### src/rtl/vga_pixel_fetch_if.sv
// Pixel-fetch bus: timing-stage request/pixel signals plus the frame-buffer read port.
// master = timing stage and memory side, slave = vga_pixel_fetch.
interface vga_pixel_fetch_if #(
  parameter int ADDR_W = 19,
  parameter int PIX_W  = 12
) ();
  logic              frame_start;
  logic              pix_req;
  logic [PIX_W-1:0]  pix_data;
  logic              pix_valid;
  logic              underflow;
  logic              mem_rd;
  logic [ADDR_W-1:0] mem_addr;
  logic [PIX_W-1:0]  mem_rdata;

  modport master (
    output frame_start, pix_req, mem_rdata,
    input  pix_data, pix_valid, underflow, mem_rd, mem_addr
  );

  modport slave (
    input  frame_start, pix_req, mem_rdata,
    output pix_data, pix_valid, underflow, mem_rd, mem_addr
  );
endinterface

### src/rtl/vga_pixel_fetch.sv
// Raster-order frame-buffer prefetch into a small FIFO, one registered pixel per request.
// Reads are credit-limited so FIFO plus in-flight never exceeds DEPTH.
module vga_pixel_fetch #(
  parameter int H_ACTIVE = 800,
  parameter int V_ACTIVE = 600,
  parameter int ADDR_W   = 19,
  parameter int PIX_W    = 12,
  parameter int DEPTH    = 16,
  parameter int MEM_LAT  = 2
) (
  input logic              MAX10_CLK1_50,
  input logic              RESET_N,
  vga_pixel_fetch_if.slave bus
);
  localparam int PTR_W = $clog2(DEPTH);
  localparam int CNT_W = PTR_W + 1;
  localparam int INF_W = $clog2(MEM_LAT + 1);
  localparam logic [ADDR_W-1:0] LAST_ADDR = ADDR_W'(H_ACTIVE * V_ACTIVE - 1);

  typedef enum logic [1:0] {IDLE, FETCH, DONE} state_t;

  state_t            state;
  logic [ADDR_W-1:0] addr;
  logic [MEM_LAT-1:0] pipe;
  logic [INF_W-1:0]  inflight;
  logic [PIX_W-1:0]  fifo [DEPTH];
  logic [PTR_W-1:0]  wr_ptr;
  logic [PTR_W-1:0]  rd_ptr;
  logic [CNT_W-1:0]  count;
  logic [CNT_W:0]    committed;
  logic              issue;
  logic              push;
  logic              pop;
  logic              empty;

  // mem_rd is combinational so it is low in the frame_start cycle and rises one cycle later.
  always_comb begin
    committed = (CNT_W+1)'(count) + (CNT_W+1)'(inflight);
    empty     = (count == '0);
    issue     = (state == FETCH) && !bus.frame_start && (committed < (CNT_W+1)'(DEPTH));
    push      = pipe[MEM_LAT-1] && !bus.frame_start;
    pop       = bus.pix_req && !bus.frame_start && !empty;
  end

  assign bus.mem_rd   = issue;
  assign bus.mem_addr = addr;

  always_ff @(posedge MAX10_CLK1_50 or negedge RESET_N) begin
    if (!RESET_N) begin
      state         <= IDLE;
      addr          <= '0;
      pipe          <= '0;
      inflight      <= '0;
      wr_ptr        <= '0;
      rd_ptr        <= '0;
      count         <= '0;
      bus.pix_data  <= '0;
      bus.pix_valid <= 1'b0;
      bus.underflow <= 1'b0;
    end else if (bus.frame_start) begin
      state         <= FETCH;
      addr          <= '0;
      pipe          <= '0;
      inflight      <= '0;
      wr_ptr        <= '0;
      rd_ptr        <= '0;
      count         <= '0;
      bus.pix_data  <= '0;
      bus.pix_valid <= 1'b0;
      bus.underflow <= 1'b0;
    end else begin
      pipe     <= (pipe << 1) | MEM_LAT'(issue);
      inflight <= inflight + INF_W'(issue) - INF_W'(pipe[MEM_LAT-1]);
      if (issue) begin
        addr <= addr + ADDR_W'(1);
        if (addr == LAST_ADDR) state <= DONE;
      end
      if (push) wr_ptr <= wr_ptr + PTR_W'(1);
      if (pop)  rd_ptr <= rd_ptr + PTR_W'(1);
      count         <= count + CNT_W'(push) - CNT_W'(pop);
      bus.pix_valid <= pop;
      bus.pix_data  <= pop ? fifo[rd_ptr] : '0;
      if (bus.pix_req && empty) bus.underflow <= 1'b1;
    end
  end

  always_ff @(posedge MAX10_CLK1_50) begin
    if (push) fifo[wr_ptr] <= bus.mem_rdata;
  end

  fifo_no_overflow: assert property (@(posedge MAX10_CLK1_50) disable iff (!RESET_N)
    !(push && !pop && count == CNT_W'(DEPTH)));

endmodule

### src/flat_wrapper.sv
// flat-port wrapper written by rule: the top's interface ports become plain ports
module vga_pixel_fetch_flat 
#(
  parameter int H_ACTIVE = 800,
  parameter int V_ACTIVE = 600,
  parameter int ADDR_W   = 19,
  parameter int PIX_W    = 12,
  parameter int DEPTH    = 16,
  parameter int MEM_LAT  = 2
)
  (MAX10_CLK1_50, RESET_N, bus_frame_start, bus_pix_req, bus_mem_rdata, bus_pix_data, bus_pix_valid, bus_underflow, bus_mem_rd, bus_mem_addr);
  vga_pixel_fetch_if #(.ADDR_W(ADDR_W), .PIX_W(PIX_W)) bus_i ();
  input logic MAX10_CLK1_50;
  input logic RESET_N;
  input wire logic [$bits(bus_i.frame_start)-1:0] bus_frame_start;
  input wire logic [$bits(bus_i.pix_req)-1:0] bus_pix_req;
  input wire logic [$bits(bus_i.mem_rdata)-1:0] bus_mem_rdata;
  output wire logic [$bits(bus_i.pix_data)-1:0] bus_pix_data;
  output wire logic [$bits(bus_i.pix_valid)-1:0] bus_pix_valid;
  output wire logic [$bits(bus_i.underflow)-1:0] bus_underflow;
  output wire logic [$bits(bus_i.mem_rd)-1:0] bus_mem_rd;
  output wire logic [$bits(bus_i.mem_addr)-1:0] bus_mem_addr;
  assign bus_i.frame_start = bus_frame_start;
  assign bus_i.pix_req = bus_pix_req;
  assign bus_i.mem_rdata = bus_mem_rdata;
  assign bus_pix_data = bus_i.pix_data;
  assign bus_pix_valid = bus_i.pix_valid;
  assign bus_underflow = bus_i.underflow;
  assign bus_mem_rd = bus_i.mem_rd;
  assign bus_mem_addr = bus_i.mem_addr;
  vga_pixel_fetch #(.H_ACTIVE(H_ACTIVE), .V_ACTIVE(V_ACTIVE), .ADDR_W(ADDR_W), .PIX_W(PIX_W), .DEPTH(DEPTH), .MEM_LAT(MEM_LAT)) u_core (.MAX10_CLK1_50(MAX10_CLK1_50), .RESET_N(RESET_N), .bus(bus_i));
endmodule
### config.mk
export PLATFORM = sky130hd
export DESIGN_NAME = vga_pixel_fetch_flat
export DESIGN_NICKNAME = d
export VERILOG_FILES = /design/src/rtl/vga_pixel_fetch_if.sv /design/src/rtl/vga_pixel_fetch.sv /design/src/flat_wrapper.sv
export SDC_FILE = /design/constraint.sdc
export NUM_CORES = 1
export LEC_CHECK = 0
export CAP_MARGIN = 15
export CORE_ASPECT_RATIO = 0.8
export CORE_MARGIN = 4
export CORE_UTILIZATION = 56
export CTS_BUF_LIST = sky130_fd_sc_hd__clkbuf_4 sky130_fd_sc_hd__clkbuf_8
export CTS_CLUSTER_DIAMETER = 30
export DETAILED_ROUTE_END_ITERATION = 6
export PLACE_DENSITY = 0.9
export SYNTH_ARGS = -nofsm -noshare
export SYNTH_HDL_FRONTEND = slang
export SYNTH_SLANG_ARGS = --single-unit
### constraint.sdc
create_clock -name MAX10_CLK1_50 -period 2.7 [get_ports MAX10_CLK1_50]
set_input_delay 0.405 -clock MAX10_CLK1_50 [delete_from_list [all_inputs] [get_ports MAX10_CLK1_50]]
set_output_delay 0.405 -clock MAX10_CLK1_50 [all_outputs]
set_load 0.05 [all_outputs]
* Word-level counts from Yosys, hierarchy flattened
Memory sizes are Yosys's and may differ from the RTL's.
Cells that the tools add are included.
** Word-level totals
- Register bits :: 52
- Memory bits (writable) :: 192
- Input port bits :: 16
- Output and inout port bits :: 34
- Memories kept :: 1
** Cells by class
- $add $sub $neg :: 8
- $lt $le $gt $ge :: 1
- Equal/unequal tests :: 2
- Muxes and demuxes :: 19
- Bitwise logic cells :: 1
- Reductions and logical operators :: 15
** Memories
- u_core.fifo :: depth 16, bits a word 12, rd ports 1, clocked after memory_dff 0, write ports 1, line vga_pixel_fetch.sv:26 : logic [PIX_W-1:0] fifo [DEPTH];
** Operator list (count)
- 19-bit two-way mux :: 2
- 12-bit two-way mux :: 2
- 19-bit by 1-bit adder with 19-bit output, second input constant :: 1
- 19-bit == test, second input constant :: 1
- 4-bit two-way mux :: 4
- 2-bit two-way mux :: 5
- 2-bit nonzero test :: 5
- 4-bit by 1-bit adder with 4-bit output, second input constant :: 2
- 5-bit by 2-bit adder with 6-bit output :: 1
- 1-bit logical AND :: 6
- 6-bit by 5-bit less-than comparator with 1-bit output, second input constant :: 1
- 5-bit by 1-bit adder with 5-bit output :: 1
- 5-bit zero test :: 1
- 1-bit two-way mux :: 5
- 5-bit two-way mux :: 1
- 5-bit by 1-bit subtractor with 5-bit output :: 1
- 2-bit by 1-bit adder with 2-bit output :: 1
- 2-bit by 1-bit == test with 1-bit output, second input constant :: 1
- 1-bit zero test :: 2
- 2-bit by 1-bit OR with 2-bit output :: 1
- 2-bit AND reduction :: 1
- 2-bit by 1-bit subtractor with 2-bit output :: 1

* Depth between registers and ports, before layout
Gate-level depths: netlist of run 1.
- Word-level depth :: 6
- Depth in mapped cells :: 13
- Depth with buffers taken out :: 13

* Worst setup path after synthesis of run 1
OpenSTA, ideal clock, no wires.
- Path kind :: register to register
- From :: register u_core.count[1]
- To :: register u_core.inflight[0]
- Data arrival time :: 2.803 ns
- Data required time :: 2.568 ns
- Slack :: -0.236 ns
- Cell stages (with the launch flop) :: 11
- Path buffers :: 1
- Clock period less this slack :: 2.936 ns
- Cells stage by stage :: dfrtp_1 > ha_1 > a311oi_2 > a311oi_2 > buf_6 > nor2_1 > inv_1 > ha_1 > inv_1 > ha_1 > nor2b_1
** Between the ends
- Longest elaborated chain between the ends :: 6
** RTL lines
- start: declaration :: line vga_pixel_fetch.sv:29 : logic [CNT_W-1:0] count;
- start signal: assignment :: line vga_pixel_fetch.sv:80 : count <= count + CNT_W'(push) - CNT_W'(pop);
- 5-bit by 2-bit adder with 6-bit output :: line vga_pixel_fetch.sv:38 : committed = (CNT_W+1)'(count) + (CNT_W+1)'(inflight);
- 6-bit by 5-bit less-than comparator with 1-bit output :: line vga_pixel_fetch.sv:40 : issue = (state == FETCH) && !bus.frame_start && (committed < (CNT_W+1)'(DEPTH));
- 1-bit logical AND :: line vga_pixel_fetch.sv:40
- named net bus_mem_rd :: line flat_wrapper.sv:21 : output wire logic [$bits(bus_i.mem_rd)-1:0] bus_mem_rd;
- 2-bit by 1-bit adder with 2-bit output :: line vga_pixel_fetch.sv:73 : inflight <= inflight + INF_W'(issue) - INF_W'(pipe[MEM_LAT-1]);
- 2-bit by 1-bit subtractor with 2-bit output :: line vga_pixel_fetch.sv:73
- 2-bit two-way mux :: line vga_pixel_fetch.sv:60 : end else if (bus.frame_start) begin
- end signal: assignment :: line vga_pixel_fetch.sv:73
- end: declaration :: line vga_pixel_fetch.sv:25 : logic [INF_W-1:0] inflight;
The timed path passes the listed nets, and every way through them passes these cells.
A chain may end at the register's enable or synchronous reset.

* Worst setup path after layout of run 1
- From :: register u_core.count[1]
- To :: output port bus_mem_rd
** Between the ends
- Longest elaborated chain between the ends :: 3
** RTL lines (line)
- 5-bit by 2-bit adder with 6-bit output :: vga_pixel_fetch.sv:38
- 6-bit by 5-bit less-than comparator with 1-bit output :: vga_pixel_fetch.sv:40
- 1-bit logical AND :: vga_pixel_fetch.sv:40
- end: declaration :: flat_wrapper.sv:21
No other way between the ends.

==> flow_summary_export.csv, run 1 <==
group,metric,value,unit
status,status,"finished, final reports clean",
pwr,clkPwrFrac,32.9,%
worst_setup_path,path_cells,"buf_4, ha_4, a31o_2, a311oi_2, nor2_2, buf_4, buf_12",
worst_setup_path,crit_path_start_kind,"register",
place,io_buffers,49,
sta,hold_ws,0.371,ns
pwr,swShare,26.8,%
global_route,overflow,0,
sta,final_max_slew_viol_count,0,
clock_network,clock_path_buffers,3,
drt,routed_wirelength,21200,um
place,hpwl,13300,um
synthesis,synthTopCellsByArea,"edfxtp_1 58%, dfrtp_1 13%, mux4_2 11%",
synthesis,synth_area,10000,um2
sta,fin_tns_setup,0,ns
final_layout,final_cell_area,12100,um2
sta,final_hold_viol_count,0,
sta,period_minus_slack,2.63,ns
sta,rsz0062_at_grt,"true",
global_route,grt_pass1_vias,5954,
global_route,antenna_found_initial,0,
worst_setup_path,crit_type,"register to output port",
synthesis,postSynthAreaPerCell,17.8,um2
die,die-area,20100,um2
synthesis,synth_nets,596,
synthesis,synth_edf_count,192,
synthesis,ys.flop_type,"edfxtp_1",
pwr,p_leak,4.19,nW
final_layout,layout.nets,705,
sta,finClkSkew,0.0252,ns
sta,setup_viol,0,
die,fp.dieW,157,um
final_layout,fillers,1060,
synthesis,synth_cell_type_count,46,
pwr,p_seq_share,45.3,%
pwr,p_int,7.01,mW
place,place_congestion,0.852,
sta,fmax,0.380,GHz
worst_setup_path,cp.required,2.30,ns
clock_network,cts_num_sinks,244,
synthesis,synth_top_area_share,57.6,%
synthesis,yosys.area.top_type,"edfxtp_1",
clock_network,htreeDepth,2,
pwr,peakVddDrop,478,uV
worst_setup_path,critPathMaxStageDelay,0.41,ns
worst_setup_path,crit_fanout,5,
drt,routed-via-count,5703,
worst_hold_path,hp-class,"input pin to async pin",
run,cap_violations,0,
global_route,grtUsageTotal,22.1,%
final_layout,syn2layout_area_growth,20.7,%
final_layout,layout_common_cells,"192 x edfxtp_1, 50 x dfrtp_1, 48 x mux4_2",
clock_network,clock_latency,0.54,ns
global_route,grt_start_max_net_pins,52,
final_layout,final_common_cell,"edfxtp_1",
pwr,powerDensity,793,nW/um2
sta,worst_slack,0.0696,ns
synthesis,synth-seq-area-share,70.6,%
global_route,grt_pass1_wl,33400,um
die,num_rows,43,
worst_setup_path,end_kind,"output port",
drt,drc,0,
place,placed_area,11200,um2
worst_setup_path,cp.arrival,2.23,ns
die,io_pins,50,
synthesis,yosys_warnings,0,
synthesis,synth_seq_cells,244,
pwr,power_switching,2.57,mW
die,core_area,17400,um2
synthesis,synth_cells,562,
clock_network,cts-root-buf,"clkbuf_8",
pwr,pwr-share-comb,21.8,%
sta,relSlewSlack,57.9,%
drt,final_antenna_net_count,0,
final_layout,drive_above_1_share,26.8,%
final_layout,diodes,0,
drt,first_pass_iters,7,
place,pre_cts_ws,-0.102,ns
clock_network,cts_tree,"built",
final_layout,postLayoutCoreUtil,69.3,%
drt,vias_per_cell,6.16,
drt,wire_per_inst,22.9,um
synthesis,async_flop_share,21.3,%
worst_setup_path,slowest_stage,"dfrtp_1",
sta,worst_pin_slew,0.631,ns
sta,period_share,97.4,%
die,dieHeight,128,um
clock_network,numCtsBuffers,39,
worst_setup_path,path_common_cell,"buf_4",
clock_network,clk_pin_slew_worst_paths,0.05,ns
die,start_util,57.4,%
drt,first_iter_violations,618,
[what timing repair did]
action / in CTS / in global routing
setup endpoints to repair: 2 / 1
setup buffers: 0 / 1
endpoints found under the hold margin: 19 / 0
pin swaps: 1 / 1
resized for setup: 2 / 6
hold buffers: 1 / 0
[worst max-delay path: cells and delay by family (launching register included)]
family,cells,cell delay (ns)
AOI/OAI and AO/OA,2,0.47
adders and majority gates,1,0.24
buffers and inverters,3,0.49
DFF,1,0.41
and+or+nand+nor,1,0.09
[synth_stat cells (all sizes together), types with 2 or more instances]
cell type / n
edfxtp: 192
nand2b: 2
nor4bb: 2
o22ai: 12
mux2: 8
a311oi: 2
nor2b: 13
nor2: 25
xor2: 6
and4: 3
xnor2: 4
mux4: 48
or4: 4
or2: 2
mux2i: 26
o21ai: 2
clkbuf: 11
a21o: 2
ha: 17
buf: 17
o31ai: 4
nor3b: 2
o311ai: 5
and3: 2
o41ai: 5
a21oi: 10
inv: 15
nand3: 10
nand4: 10
nand2: 12
dfrtp: 52
and2: 19
or3: 2
nor3: 10
[path summary, 6_finish.rpt]
kind / start / to / slack (ns) / cells after the start
min in group MAX10_CLK1_50: u_core.pipe[0] / u_core.pipe[1] / 0.50 / 1
max reg2reg: u_core.count[3] / u_core.count[4] / 0.17 / 13
max in group asynchronous: RESET_N / u_core.rd_ptr[0] / 1.66 / 3
max: u_core.count[1] / bus_mem_rd / 0.07 / 7
min reg2reg: u_core.pipe[0] / u_core.pipe[1] / 0.50 / 1
min: RESET_N / u_core.bus.mem_addr[15] / 0.37 / 2
[registers in the layout, indices dropped and copies added (netlist names)]
register / cells
u_core.bus.underflow: 1
u_core.state: 2
u_core.wr_ptr: 4
u_core.bus.pix_valid: 1
u_core.inflight: 2
u_core.bus.pix_data: 12
u_core.rd_ptr: 4
u_core.fifo: 192
u_core.pipe: 2
u_core.bus.mem_addr: 19
u_core.count: 5
[through the flow]
step                power, mW  instances
finish                   9.58        926
global route             10.0        926
CTS                      9.59        925
detailed placement       6.41        853
global placement         6.31        853
floorplan                5.75        562
[logic make-up after synthesis]
kind of cell    after synthesis  synth area share [%]
compound gates               44                  3.14
mux                          82                  14.3
xor+xnor                     10                 0.875
fa+ha+maj                    18                  2.32
simple gates                121                  6.81
buf+inv                      43                  1.96
flops                       244                  70.6
[per-layer routing]
layer | GRT usage, % | vias up | wire length [um]
li1 | - | 2459 | -
met1 | 30.5 | 2906 | 8360
met4 | 7.38 | 0 | 601
met5 | 0 | - | 0
met2 | 35.9 | 278 | 10600
met3 | 4.27 | 60 | 1650
[power groups by stage]
stage / registers (mW) / logic, mW / clock network, mW
after floorplan: 4.52 / 1.24 / 0
after detailed placement: 4.40 / 2.00 / 0
after global routing: 4.36 / 2.26 / 3.43
after CTS: 4.33 / 2.04 / 3.22
final: 4.34 / 2.09 / 3.15
after global placement: 4.39 / 1.92 / 0
[layout make-up]
type / instances / area [um2] / share of cell area [%]
Clock buffer: 58 / 704 / 5.83
Clock inverter: 13 / 92.6 / 0.767
Inverter: 15 / 56.3 / 0.466
Multi-Input combinational cell: 275 / 2800 / 23.2
Sequential cell: 244 / 7070 / 58.5
Tap cell: 225 / 282 / 2.33
Timing Repair Buffer: 96 / 1080 / 8.91
(Power assumes the default switching activity.)
==> run 2, diff against run 1 <==
==> constraint.sdc (replaced) <==
create_clock -name MAX10_CLK1_50 -period 2.7 [get_ports MAX10_CLK1_50]
set_input_delay 0.54 -clock MAX10_CLK1_50 [delete_from_list [all_inputs] [get_ports MAX10_CLK1_50]]
set_output_delay 0.54 -clock MAX10_CLK1_50 [all_outputs]
set_load 0.05 [all_outputs]
==> flow_summary_export.csv, run 2 (same netlist as run 1, synthesis figures left out) <==
group,metric,value,unit
place,pre_cts_ws,-0.300,ns
sta,worst_slack,0.0331,ns
drt,first_iter_violations,628,
sta,relSlewSlack,49.7,%
global_route,antenna_found_initial,0,
global_route,grt_start_max_net_pins,52,
final_layout,top_register,"u_core.fifo",
place,place_congestion,0.868,
worst_setup_path,crit_type,"register to output port",
die,fp.dieW,157,um
global_route,grt_pass1_wl,34300,um
die,start_util,57.4,%
sta,hold_ws,0.0889,ns
global_route,grtUsageTotal,22.6,%
final_layout,layout_common_cells,"192 x edfxtp_1, 50 x dfrtp_1, 48 x mux4_2",
sta,finClkSkew,0.0174,ns
die,io_pins,50,
clock_network,clock_latency,0.52,ns
final_layout,drive_above_1_share,27.3,%
drt,final_antenna_net_count,0,
die,core_area,17400,um2
sta,period_minus_slack,2.67,ns
worst_setup_path,regToRegStartpoint,"u_core.count[3]",
final_layout,layout.nets,709,
die,dieHeight,128,um
clock_network,htreeDepth,2,
place,io_buffers,49,
place,hpwl,13500,um
final_layout,diodes,0,
pwr,p_total,9.38,mW
drt,drc,0,
sta,final_hold_viol_count,0,
worst_setup_path,crit_path_start_kind,"register",
drt,first_pass_iters,5,
drt,vias_per_cell,6.27,
worst_setup_path,crit_start,"u_core.count[1]",
pwr,peakVddDrop,483,uV
final_layout,final_common_cell,"edfxtp_1",
clock_network,numCtsBuffers,38,
sta,worst_pin_slew,0.755,ns
sta,setup_viol,0,
sta,fmax,0.375,GHz
drt,routed-via-count,5826,
die,die-area,20100,um2
clock_network,cts-root-buf,"clkbuf_8",
sta,period_share,98.8,%
worst_setup_path,cp.arrival,2.13,ns
worst_setup_path,end_kind,"output port",
final_layout,largest_reg_flops,192,
pwr,powerDensity,783,nW/um2
clock_network,clk_pin_slew_worst_paths,0.06,ns
sta,final_max_slew_viol_count,0,
status,status,"finished, final reports clean",
sta,rsz0062_at_grt,"true",
final_layout,postLayoutCoreUtil,68.7,%
worst_setup_path,crit_fanout,3,
clock_network,cts_hold_buffers,0,
final_layout,syn2layout_area_growth,19.6,%
drt,wire_per_inst,23.8,um
clock_network,clock_path_buffers,3,
clock_network,cts_tree,"built",
pwr,p_leak,4.17,nW
clock_network,cts_num_sinks,244,
global_route,overflow,0,
worst_hold_path,hp-class,"input pin to async pin",
global_route,grt_pass1_vias,5966,
run,cap_violations,0,
worst_setup_path,cp.required,2.16,ns
drt,routed_wirelength,22100,um
die,num_rows,43,
run 2: cell count changes in the layout (fill, tap and decap cells not counted), sizes merged:
cell,change
clkbuf,-4
buf,+6
clkinvlp,-1
clkinv,+4
bufinv,-1
dlygate4sd3,-1
run 2: final cells by class:
class	instances	area, um2
sequential	244	7070
clock inverter	15	75.1
clock buffer	54	656
inverter	15	56.3
multi-input combinational	275	2810
timing repair buffer	101	1020
fill	1035	5460
tap	225	282
run 2: worst paths after layout:
path,end,slack (ns),depth (start not counted)
min in group MAX10_CLK1_50,u_core.pipe[1],0.50,1
max,bus_mem_rd,0.03,6
min reg2reg,u_core.pipe[1],0.50,1
max in group asynchronous,u_core.bus.pix_data[8],1.95,2
max reg2reg,u_core.count[4],0.08,13
min,u_core.bus.mem_addr[12],0.09,1
run 2: critical path, stage by stage, from the launching register on:
cell and delay (ns):
dfrtp_1 0.40, buf_6 0.13, ha_4 0.23, a31o_2 0.21, a311oi_4 0.37, nor2_4 0.09, buf_12 0.16
run 2: layer usage:
| layer | part of all wire [%] | track usage (%) |
|---|---|---|
| met1 | 37 | 30.0 |
| met2 | 52 | 37.4 |
| met3 | 8.8 | 5.66 |
| met4 | 2.7 | 7.38 |
| met5 | 0 | 0 |
run 2: what timing repair did:
action	4_1_cts	5_1_grt
setup endpoints to repair	2	2
resized for setup	6	8
pin swaps	2	2
buffers inserted	1	5
run 2: power by group:
part	leakage [nW]	internal (mW)	switching (mW)	total [mW]
registers	2.43	4.18	0.143	4.32
logic	1.35	1.01	1.08	2.09
clock network	0.396	1.58	1.39	2.97
total	4.17	6.77	2.61	9.38
run 2: through the flow:
stage               instance area (um2)  cells  setup TNS, ns
detailed placement                11100    855          -3.72
global placement                  11100    855         -0.170
floorplan                         10000    562              0
finish                            12000    929              0
global route                      12000    929        -0.0646
CTS                               11900    925              0
==> run 3, diff against run 2 <==
- CORE_MARGIN: 4 -> 2
==> flow_summary_export.csv, run 3 (same netlist as run 1, synthesis figures left out) <==
group,metric,value,unit
status,status,"finished, violations left",
status,violations,"negative hold slack",
sta,final_hold_viol_count,3,
worst_setup_path,cp.required,2.16,ns
global_route,grtUsageTotal,23.8,%
pwr,powerDensity,809,nW/um2
die,num_rows,43,
pwr,pwr-share-comb,21.0,%
die,die-area,19000,um2
sta,period_minus_slack,2.65,ns
worst_setup_path,end_kind,"output port",
final_layout,final_common_cell,"edfxtp_1",
run,cap_violations,0,
die,fp.dieW,153,um
sta,fin_tns_setup,0,ns
drt,routed_wirelength,22100,um
worst_setup_path,crit_fanout,5,
drt,wire_per_inst,23.8,um
clock_network,clock_latency,0.55,ns
pwr,p_int,7.18,mW
pwr,power_switching,2.68,mW
place,io_buffers,49,
final_layout,syn2layout_area_growth,21.7,%
global_route,grt_pass1_vias,5864,
clock_network,clock_path_buffers,3,
clock_network,cts_tree,"built",
clock_network,cts_num_sinks,244,
sta,period_share,98.3,%
final_layout,largest_reg_flops,192,
final_layout,layout_common_cells,"192 x edfxtp_1, 50 x dfrtp_1, 48 x mux4_2",
sta,finClkSkew,0.0257,ns
final_layout,layout.nets,707,
worst_setup_path,regToRegStartpoint,"u_core.count[2]",
worst_hold_path,hp-class,"input pin to async pin",
drt,vias_per_cell,6.17,
clock_network,cts-root-buf,"clkbuf_8",
sta,fmax,0.377,GHz
worst_setup_path,cp.arrival,2.11,ns
die,io_pins,50,
clock_network,clk_pin_slew_worst_paths,0.07,ns
worst_setup_path,r2r_cells,13,
sta,hold_ws,-0.000542,ns
global_route,grt_pass1_wl,33500,um
sta,relSlewSlack,38.3,%
worst_setup_path,crit_type,"register to output port",
place,hpwl,13200,um
die,start_util,57.4,%
clock_network,htreeDepth,2,
drt,routed-via-count,5735,
final_layout,drive_above_1_share,27.4,%
drt,drc,0,
global_route,overflow,0,
die,dieHeight,124,um
sta,worst_pin_slew,0.925,ns
pwr,clkPwrFrac,34.4,%
drt,first_pass_iters,5,
final_layout,diodes,0,
place,place_congestion,0.874,
pwr,p_seq_share,44.6,%
pwr,peakVddDrop,608,uV
die,core_area,17400,um2
pwr,swShare,27.2,%
global_route,antenna_found_initial,0,
worst_setup_path,rr_endpoint,"u_core.count[4]",
worst_setup_path,crit_path_start_kind,"register",
drt,final_antenna_net_count,0,
final_layout,top_register,"u_core.fifo",
global_route,grt_start_max_net_pins,36,
drt,first_iter_violations,543,
sta,setup_viol,0,
worst_setup_path,ff2ff_setup_slack,0.15,ns
clock_network,numCtsBuffers,41,
pwr,p_leak,4.23,nW
sta,final_max_slew_viol_count,0,
[run 3: cell count changes in the layout (fill, tap and decap cells not counted), moves of 2 or more]
cell       before  now
buf_4          40   25
buf_12         11   20
clkinv_2        8    4
clkinv_1        5    7
clkbuf_8       40   42
bufinv_16       0    3
buf_6           1    3
[run 3: per-stage QoR]
stage	util, %	worst slack, ns	instances	area, um2	power (mW)
final	69.9	0.0450	929	12200	9.86
after global routing	69.9	-0.00356	929	12200	10.2
after CTS	69.4	-0.0167	924	12100	9.80
after detailed placement	64.3	-0.238	850	11200	6.39
after global placement	64.3	-0.119	850	11200	6.27
after floorplan	-	0.0181	562	10000	5.75
[run 3: worst max path at each step]
| stage | start | to | cells past startpoint |
|---|---|---|---|
| 2_1_floorplan | u_core.count[2] | u_core.count[4] | 13 |
| 3_3_place_gp | bus_pix_req | u_core.count[4] | 12 |
| 3_5_place_dp | bus_pix_req | u_core.count[4] | 12 |
| 4_1_cts | u_core.count[1] | bus_mem_rd | 7 |
| 5_1_grt | u_core.count[1] | bus_mem_rd | 6 |
| 6_report | u_core.count[1] | bus_mem_rd | 6 |
[run 3: per-layer routing]
metal	wire [um]	vias up	global-route usage, %
met5	0	-	0
met4	505	0	8.43
met3	1750	47	5.81
met2	11200	287	39.0
met1	8690	2945	32.0
li1	-	2456	-
[run 3: power groups by stage]
stage | clock network [mW] | registers, mW | logic, mW
finish | 3.39 | 4.40 | 2.07
CTS | 3.42 | 4.40 | 1.97
floorplan | 0 | 4.52 | 1.24
detailed placement | 0 | 4.46 | 1.93
global route | 3.60 | 4.42 | 2.21
global placement | 0 | 4.44 | 1.83
[run 3: area by class of cell]
class / count / area [um2]
clock buffers: 56 / 683
clock inverters: 18 / 170
fillers: 1028 / 5250
inverters: 15 / 56.3
multi-input cells: 275 / 2820
flip-flops and latches: 244 / 7070
well taps: 225 / 282
repair buffers: 96 / 1100
[run 3: timing repair]
item,4_1_cts,5_1_grt
endpoints found under the setup margin,2,2
gates resized for setup,6,12
pin swaps,2,3
setup buffers,0,6
hold buffers,0,0
[run 3: critical path: stages (launching register included)]
cell and delay [ns]:
dfrtp_1 0.39, buf_6 0.14, ha_4 0.23, a31o_2 0.22, a311oi_4 0.34, nor2_4 0.10
buf_12 0.16
